## config.mk

```make
export PLATFORM = sky130hd
export DESIGN_NAME = uart_apb_seq
export DESIGN_NICKNAME = d
export VERILOG_FILES = /design/src/rtl/uart_apb_seq.sv
export SDC_FILE = /design/constraint.sdc
export NUM_CORES = 1
export LEC_CHECK = 0
export ABC_AREA = 1
export ABC_CLOCK_PERIOD_IN_PS = 2200
export CAP_MARGIN = 20
export CORE_MARGIN = 8
export CORE_UTILIZATION = 40
export CTS_CLUSTER_SIZE = 24
export DETAILED_ROUTE_END_ITERATION = 8
export DONT_BUFFER_PORTS = 1
export GPL_ROUTABILITY_DRIVEN = 0
export PLACE_DENSITY_LB_ADDON = 0.15
export SETUP_SLACK_MARGIN = 0.05
export SLEW_MARGIN = 20
export SYNTH_ARGS = -nofsm -noshare
export SYNTH_HDL_FRONTEND = slang
export SYNTH_SLANG_ARGS = --single-unit
```

## constraint.sdc

```tcl
create_clock -name pclk -period 2.2 [get_ports pclk]
set_clock_uncertainty 0.1 [all_clocks]
set_input_delay 0.22 -clock pclk [delete_from_list [all_inputs] [get_ports pclk]]
set_output_delay 0.22 -clock pclk [all_outputs]
set_load 0.05 [all_outputs]
```

## src/rtl/uart_apb_seq.sv

```systemverilog
// APB master that configures a UART, then polls its status to move TX bytes into it and drain RX bytes out.
// Build option: define UART_SEQ_RX_DRAIN_EN to enable the RX drain path (RXR state, 0x0C reads, rx_valid/rx_dout).
module uart_apb_seq (
  input  logic        pclk,
  input  logic        prst_n,
  input  logic        cfg_start,
  input  logic [6:0]  cfg_con,
  input  logic [2:0]  cfg_se,
  input  logic [7:0]  cfg_brg,
  input  logic [4:0]  cfg_ie,
  output logic        cfg_done,
  input  logic        tx_valid,
  input  logic [7:0]  tx_data,
  output logic        tx_ready,
  output logic        rx_valid,
  output logic [7:0]  rx_dout,
  input  logic        rx_ready,
  output logic        psel,
  output logic        penable,
  output logic        pwrite,
  output logic [31:0] paddr,
  output logic [31:0] pwdata,
  input  logic [31:0] prdata
);

  typedef enum logic [3:0] {
    ST_IDLE, ST_SE_OFF, ST_BRG, ST_CON, ST_IE, ST_SE_ON, ST_POLL, ST_TXW, ST_RXR
  } state_t;

  // Every non-IDLE state is one transfer: idle gap, then SETUP, then ACCESS.
  typedef enum logic [1:0] {PH_GAP = 2'd0, PH_SETUP = 2'd1, PH_ACCESS = 2'd2} phase_t;

  state_t      state_r, state_nx_s;
  phase_t      phase_r, phase_nx_s;
  logic        pend_r, pend_nx_s, pend_s;
  logic [6:0]  con_r;
  logic [2:0]  se_r;
  logic [7:0]  brg_r;
  logic [4:0]  ie_r;
  logic [7:0]  tx_byte_r;
  logic        poll_done_s, rx_take_s, tx_take_s;
  logic [31:0] addr_s, wdata_s;
  logic        wr_s;
  logic        psel_r, penable_r, pwrite_r, cfg_done_r;
  logic [31:0] paddr_r, pwdata_r;
  logic        unused_s;

  assign pend_s      = pend_r | cfg_start;
  assign poll_done_s = (state_r == ST_POLL) && (phase_r == PH_ACCESS) && !pend_s;
`ifdef UART_SEQ_RX_DRAIN_EN
  logic       rx_valid_r;
  logic [7:0] rx_dout_r;
  assign rx_take_s = poll_done_s & prdata[6] & ~rx_valid_r;
  assign rx_valid  = rx_valid_r;
  assign rx_dout   = rx_dout_r;
  assign unused_s  = ^prdata[31:8];
`else
  assign rx_take_s = 1'b0;
  assign rx_valid  = 1'b0;
  assign rx_dout   = 8'd0;
  assign unused_s  = ^{prdata, rx_ready};
`endif
  // RX wins over TX; the byte is accepted in the POLL ACCESS cycle that decides TXW.
  assign tx_take_s = poll_done_s & ~rx_take_s & tx_valid & prdata[5];
  assign tx_ready  = tx_take_s;

  assign psel     = psel_r;
  assign penable  = penable_r;
  assign pwrite   = pwrite_r;
  assign paddr    = paddr_r;
  assign pwdata   = pwdata_r;
  assign cfg_done = cfg_done_r;

  // Next state / phase; a pending restart is honoured only once the current ACCESS completes.
  always_comb begin
    state_nx_s = state_r;
    phase_nx_s = phase_r;
    pend_nx_s  = pend_r | (cfg_start & (state_r != ST_IDLE));
    if (state_r == ST_IDLE) begin
      pend_nx_s  = 1'b0;
      phase_nx_s = PH_GAP;
      if (cfg_start) state_nx_s = ST_SE_OFF;
      else           state_nx_s = ST_IDLE;
    end else begin
      case (phase_r)
        PH_GAP:    phase_nx_s = PH_SETUP;
        PH_SETUP:  phase_nx_s = PH_ACCESS;
        PH_ACCESS: begin
          phase_nx_s = PH_GAP;
          if (pend_s) begin
            state_nx_s = ST_SE_OFF;
            pend_nx_s  = 1'b0;
          end else begin
            case (state_r)
              ST_SE_OFF: state_nx_s = ST_BRG;
              ST_BRG:    state_nx_s = ST_CON;
              ST_CON:    state_nx_s = ST_IE;
              ST_IE:     state_nx_s = ST_SE_ON;
              ST_SE_ON:  state_nx_s = se_r[0] ? ST_POLL : ST_IDLE;
              ST_POLL: begin
                if (rx_take_s)      state_nx_s = ST_RXR;
                else if (tx_take_s) state_nx_s = ST_TXW;
                else                state_nx_s = ST_POLL;
              end
              ST_TXW:    state_nx_s = ST_POLL;
              ST_RXR:    state_nx_s = ST_POLL;
              default:   state_nx_s = ST_IDLE;
            endcase
          end
        end
        default:   phase_nx_s = PH_GAP;
      endcase
    end
  end

  // Address/data/direction of the transfer owned by the upcoming state.
  always_comb begin
    addr_s  = 32'd0;
    wdata_s = 32'd0;
    wr_s    = 1'b1;
    case (state_nx_s)
      ST_SE_OFF: begin addr_s = 32'h04; wdata_s = {29'd0, se_r & 3'b110}; end
      ST_BRG:    begin addr_s = 32'h08; wdata_s = {24'd0, brg_r}; end
      ST_CON:    begin addr_s = 32'h00; wdata_s = {25'd0, con_r}; end
      ST_IE:     begin addr_s = 32'h10; wdata_s = {27'd0, ie_r}; end
      ST_SE_ON:  begin addr_s = 32'h04; wdata_s = {29'd0, se_r}; end
      ST_POLL:   begin addr_s = 32'h04; wr_s = 1'b0; end
      ST_TXW:    begin addr_s = 32'h0C; wdata_s = {24'd0, tx_byte_r}; end
      ST_RXR:    begin addr_s = 32'h0C; wr_s = 1'b0; end
      default:   begin addr_s = 32'd0; wr_s = 1'b0; end
    endcase
  end

  // Sequencer state, config capture and accepted TX byte.
  always_ff @(posedge pclk or negedge prst_n) begin
    if (!prst_n) begin
      state_r   <= ST_IDLE;
      phase_r   <= PH_GAP;
      pend_r    <= 1'b0;
      con_r     <= 7'd0;
      se_r      <= 3'd0;
      brg_r     <= 8'd0;
      ie_r      <= 5'd0;
      tx_byte_r <= 8'd0;
    end else begin
      state_r <= state_nx_s;
      phase_r <= phase_nx_s;
      pend_r  <= pend_nx_s;
      if (cfg_start) begin
        con_r <= cfg_con;
        se_r  <= cfg_se;
        brg_r <= cfg_brg;
        ie_r  <= cfg_ie;
      end
      if (tx_take_s) tx_byte_r <= tx_data;
    end
  end

  // Registered APB outputs: loaded at SETUP, held through ACCESS, zero on idle cycles.
  always_ff @(posedge pclk or negedge prst_n) begin
    if (!prst_n) begin
      psel_r     <= 1'b0;
      penable_r  <= 1'b0;
      pwrite_r   <= 1'b0;
      paddr_r    <= 32'd0;
      pwdata_r   <= 32'd0;
      cfg_done_r <= 1'b0;
    end else begin
      cfg_done_r <= (state_nx_s == ST_POLL) || (state_nx_s == ST_TXW) || (state_nx_s == ST_RXR);
      if (phase_nx_s == PH_SETUP) begin
        psel_r    <= 1'b1;
        penable_r <= 1'b0;
        pwrite_r  <= wr_s;
        paddr_r   <= addr_s;
        pwdata_r  <= wdata_s;
      end else if (phase_nx_s == PH_ACCESS) begin
        psel_r    <= 1'b1;
        penable_r <= 1'b1;
      end else begin
        psel_r    <= 1'b0;
        penable_r <= 1'b0;
        pwrite_r  <= 1'b0;
        paddr_r   <= 32'd0;
        pwdata_r  <= 32'd0;
      end
    end
  end

`ifdef UART_SEQ_RX_DRAIN_EN
  // RX holding register: filled at the end of the 0x0C read, emptied by the consumer.
  always_ff @(posedge pclk or negedge prst_n) begin
    if (!prst_n) begin
      rx_valid_r <= 1'b0;
      rx_dout_r  <= 8'd0;
    end else if ((state_r == ST_RXR) && (phase_r == PH_ACCESS)) begin
      rx_valid_r <= 1'b1;
      rx_dout_r  <= prdata[7:0];
    end else if (rx_valid_r && rx_ready) begin
      rx_valid_r <= 1'b0;
    end
  end
`endif

endmodule

```

After elaboration in Yosys (flattened, before gate mapping). Index checks and enable logic that the tools add are counted. W data, S select, Z words.

Register bits after elaboration: 106. Bits of input ports: 68. Output and inout port bits: 78. Word-level logic and storage cells: 75.

Equal/unequal tests: 21. Muxes and demuxes: 23. Bitwise operators: 5. Reduce and logical (&&, ||, !) cells: 12.

Operators by type and width (number): $mux W32 (3); $pmux W8 S6 (1); $eq A4 B3 Y1 const B (8); $pmux W3 S7 (1); $pmux W5 S4 (1); $eq A4 B2 Y1 const B (4); $mux W1 (11); $eq A4 B1 Y1 const B (2); $eq A4 B4 Y1 const B (2); $mux W4 (2); $mux W3 (2); $reduce_or A6 Y1 (1); $eq A2 B1 Y1 const B (2); $eq A2 B2 Y1 const B (2); $logic_not A4 Y1 (1); $pmux W2 S2 (1); $reduce_bool A4 Y1 (1); $reduce_or A2 Y1 (2); $and A1 B1 Y1 (3); $reduce_or A3 Y1 (1); $logic_and A1 B1 Y1 (2); $logic_not A2 Y1 (1); $logic_or A1 B1 Y1 (2); $mux W2 (1); 3 further kinds (4).

Longest topological paths before layout. Gate-level depths: netlist (run 1).

Word-level depth: 14. Depth in mapped cells: 15. Gate-level depth less buffers: 15.

Worst setup path after synthesis (run 1). Ideal clock, no wire load.

Kind: register to register. From: reg phase_r[0]. To: reg tx_byte_r[0]. Library setup time: 0.119 ns. Arrival: 2.092 ns. Data required time: 1.981 ns. Path slack: -0.111 ns. Cell stages (with the launch flop): 9. Buffers on the path: 0. Period minus slack after synthesis: 2.311 ns. Path through: dfrtp_1 -> inv_1 -> nand2_1 -> inv_2 -> nand2_1 -> nor2_1 -> inv_1 -> nand2_1 -> nand2_1.

Cells in the longest elaborated chain, start to end: 5.

RTL lines: start, declared (RTL line 34) `phase_t phase_r, phase_nx_s;`; start signal, assigned (RTL line 147) `phase_r <= phase_nx_s;`; $eq A2 B2 Y1 (RTL line 49) `assign poll_done_s = (state_r == ST_POLL) && (phase_r == PH_ACCESS) && !pend_s;`; $logic_and A1 B1 Y1 (2 in series) (RTL line 49); $and A1 B1 Y1 (2 in series) (RTL line 64) `assign tx_take_s = poll_done_s & ~rx_take_s & tx_valid & prdata[5];`; named net tx_ready (RTL line 14) `output logic tx_ready,`; end signal, assigned (RTL line 155) `if (tx_take_s) tx_byte_r <= tx_data;`; end, declared (RTL line 40) `logic [7:0] tx_byte_r;`.

The timed path passes the listed nets, and every way through them passes these cells. A chain may end at the register's enable or synchronous reset.

Final worst setup path (run 1).
From: reg state_r[1]. To: reg pwdata_r[5], in the netlist pwdata[5].

Elaborated cells between the ends (all ways): 31. Classes of those cells: 17 x eq/ne; 8 x mux; 2 x bitwise; 4 x reduce/logical.

RTL lines: start, declared (RTL line 33) `state_t state_r, state_nx_s;`; start signal, assigned (RTL line 146) `state_r <= state_nx_s;`; $eq A4 B4 Y1 / $eq A4 B3 Y1 (equally long branches) (RTL line 94) `case (state_r)`; $reduce_or A2 Y1 (no source line); $pmux W3 S7 (RTL line 94); $mux W3 (RTL line 90) `if (pend_s) begin`; $mux W4 (RTL line 85) `case (phase_r)`; $mux W4 * (RTL line 79) `if (state_r == ST_IDLE) begin`; named net state_nx_s[1] (RTL line 33); $eq A4 B3 Y1 (tied with other cells) (RTL line 121) `case (state_nx_s)`; $pmux W8 S6 * (RTL line 121); $mux W32 * (RTL line 170) `if (phase_nx_s == PH_SETUP) begin`; end signal, assigned (RTL line 175) `pwdata_r <= wdata_s;`; end, declared (RTL line 45) `logic [31:0] paddr_r, pwdata_r;`.

Mark *: on every way through the listed nets, which the timed path passes. The rest lies on a longest branch.

==> results.py, run 1 <==
metrics = {
    "setup_path": {
        "cp_slowest_stage_delay_ps": 460,
        "path_cells": "nor2_4, nand2_2, nand2_1, nand2_2, nor2_4, nand2_4, nand2_8, nand2_4, nor2_8, inv_4, nand2_4, nor2_4, nor2_8, nand2_2, nand2_1",
        "path_buf_inv": 1,
        "cp.required_ps": 2350,
        "arrival_ps": 2130,
        "critPathSlowestCell": "dfrtp_1",
        "critPathLaunchType": "flip-flop",
        "critPathMaxFanout": 8,
        "path_delay_family": "simple AND/OR/NAND/NOR gates",
        "end_kind": "flip-flop",
        "critical_path_class": "reg -> reg",
    },
    "routing": {
        "drtAntennaViolNets": 0,
        "drt_iter0_markers": 88,
        "firstDrtPassIters": 4,
        "drc": 0,
        "finalWirelength_um": 6630,
        "wl_per_cell_um": 13.2,
        "vias": 2162,
        "via_per_inst": 4.31,
    },
    "finish": {
        "multiInputGateArea_um2": 1460,
        "fillCellCount": 769,
        "drive_gt1_share_pct": 22.3,
        "fin_nets": 469,
        "diodes": 0,
        "fin_util_pct": 46.9,
        "register_area_um2": 1330,
        "area_growth_pct": 14.4,
    },
    "synthesis": {
        "ys_seq_area_share_pct": 42.3,
        "ys_types": 28,
        "synth_edf_count": 0,
        "synth_ff_type": "dfrtp_1",
        "synth_commonest_cells": "nand2_1 (94), buf_4 (62), dfrtp_1 (53), nand3_1 (22)",
        "ys_seq_elements": 53,
        "synth.most_common_cell": "nand2_1",
        "synth_top_area_share_pct": 42.3,
        "avgSynthCellArea_um2": 8.86,
        "synth.area.top_cells": "dfrtp_1 (42%), buf_4 (15%), nand2_1 (11%)",
        "synth_top_area_cell": "dfrtp_1",
        "syn-cell-area_um2": 3140,
        "async_flop_share_pct": 100,
        "syn_inst": 354,
        "yosys_warnings": 0,
    },
    "pwr": {
        "power.density_nw_per_um2": 972,
        "p_leak_nw": 1.84,
        "peakVddDrop_mv": 0.364,
    },
    "global_routing": {
        "grt_pass1_wl_um": 11100,
        "grt.total_usage_pct": 12.3,
        "gr-total-overflow": 0,
        "grt_antenna_before_repair": 0,
        "grt_pass1_vias": 2251,
        "grt_max_degree": 54,
    },
    "cts": {
        "cts_max_path_buffers": 2,
        "clk_latency_ps": 300,
        "htree_num_levels": 2,
        "clockRootBuffer": "clkbuf_8",
        "clk_pin_slew_ps": 100,
        "cts_inserted_buffers": 5,
        "numClockSinks": 53,
        "cts_tree": "yes",
    },
    "floorplan": {
        "start_util_pct": 41.0,
        "fp.dieW_um": 105,
        "core_area_um2": 7650,
        "std_cell_rows": 32,
        "die_y_um": 105,
        "pin_count": 146,
        "die-area_um2": 10900,
    },
    "timing": {
        "period_minus_slack_ps": 1980,
        "min_period_over_period_pct": 90.2,
        "setup_tns_ps": 0,
        "hold_viol": 0,
        "setup_viol": 0,
        "max_freq_mhz": 504,
        "drv_slew": 0,
        "rsz0062_at_grt": "no",
        "tightest_slew_ps": 561,
        "maxSlewHeadroom_pct": 62.6,
    },
    "flow_run": {
        "maxCapViolCount": 0,
    },
    "run_status": {
        "run_status": "finished, final reports clean",
    },
    "place": {
        "place.port_buffers": 0,
        "dpl.hpwl_um": 5310,
    },
    "min_path": {
        "hold_class": "in -> reg",
    },
}
## state kept, by name, indices dropped and copies added, names as in the netlist
register / count
brg_r: 8
cfg_done: 1
con_r: 7
ie_r: 5
paddr: 3
penable: 1
pend_r: 1
phase_r: 2
psel: 1
pwdata: 8
pwrite: 1
se_r: 3
state_r: 4
tx_byte_r: 8
## where the power goes
| group | total, mW | switching (mW) | leakage (nW) | internal, mW |
|---|---|---|---|---|
| Combinational | 1.47 | 0.992 | 1.11 | 0.480 |
| Sequential | 1.33 | 0.230 | 0.681 | 1.10 |
| Clock | 0.690 | 0.320 | 0.0574 | 0.370 |
| Total | 3.49 | 1.54 | 1.84 | 1.95 |
## per-stage QoR
step	area [um2]	std cells	total power, mW	hold slack (ps)	setup WS (ps)
2_1_floorplan	3370	415	2.55	-176	274
3_3_place_gp	3060	457	2.69	-174	157
3_5_place_dp	3060	457	2.70	-174	128
4_1_cts	3540	499	3.48	26.0	98.7
5_1_grt	3590	502	3.72	77.8	58.6
6_report	3590	502	3.49	67.3	216
## worst paths after layout
kind | from | end | slack, ps | cells past startpoint
max | state_r[1] | pwdata[5] | 220 | 15
max reg2reg | state_r[1] | pwdata[5] | 220 | 15
min | cfg_start | pend_r | 70 | 2
min in group asynchronous | prst_n | pwdata[5] | 320 | 2
min reg2reg | phase_r[0] | phase_r[0] | 370 | 1
max in group asynchronous | prst_n | state_r[3] | 1450 | 2
## routing by layer
metal	vias to the layer above	share of wire (%)	global-route usage, %
met5	-	0	0
li1	1082	-	-
met2	72	49	20.5
met1	1004	42	14.4
met3	4	7.7	4.85
met4	0	0.83	3.00
## cell usage in the layout, fill, tap and decap left out, types with 3 or more instances in the layout
cell type / instances
nand3_2: 3
nand3_1: 22
nand2_2: 17
dlygate4sd3_1: 32
o21ai_1: 3
nor2_1: 11
nand4_1: 5
nand2_1: 93
conb_1: 62
nor2_4: 5
inv_2: 7
o21ai_0: 6
dfrtp_1: 53
nor2_2: 5
inv_1: 19
clkbuf_8: 6
buf_4: 8
mux2_2: 19
nand2_4: 5
## cell families (layout without fill, tap and decap cells)
logic type	count (synthesis)	after routing	share of synthesized area (%)
AO/OA/AOI/OAI	12	12	2.63
adder cells (fa/ha/maj)	2	2	0.798
buffers and inverters	94	79	19.2
flip-flops	53	53	42.3
multiplexers	19	19	6.82
other	1	62	0.120
AND/OR/NAND/NOR	173	173	28.1
## repair_timing
action / in CTS / in global routing
setup endpoints to repair: 0 / 9
hold buffers: 34 / 0
resized for setup: 0 / 6
buffers inserted: 0 / 3
hold endpoints to repair: 84 / 0
## cell type report
| cell class | instances | share of cell area [%] |
|---|---|---|
| Clock inverter | 2 | 1.05 |
| Timing Repair Buffer | 43 | 12.1 |
| Inverter | 28 | 3.38 |
| Multi-Input combinational cell | 268 | 40.7 |
| Clock buffer | 6 | 2.30 |
| Tap cell | 102 | 3.56 |
| Sequential cell | 53 | 37.0 |
Note: power is estimated with default switching activity, not from simulation.
==> run 2, diff against run 1 <==
Settings changed: GPL_ROUTABILITY_DRIVEN 0 to unset.
==> results of run 2 <==
No change in the layout: final DEF, timing and power equal those of run 1.
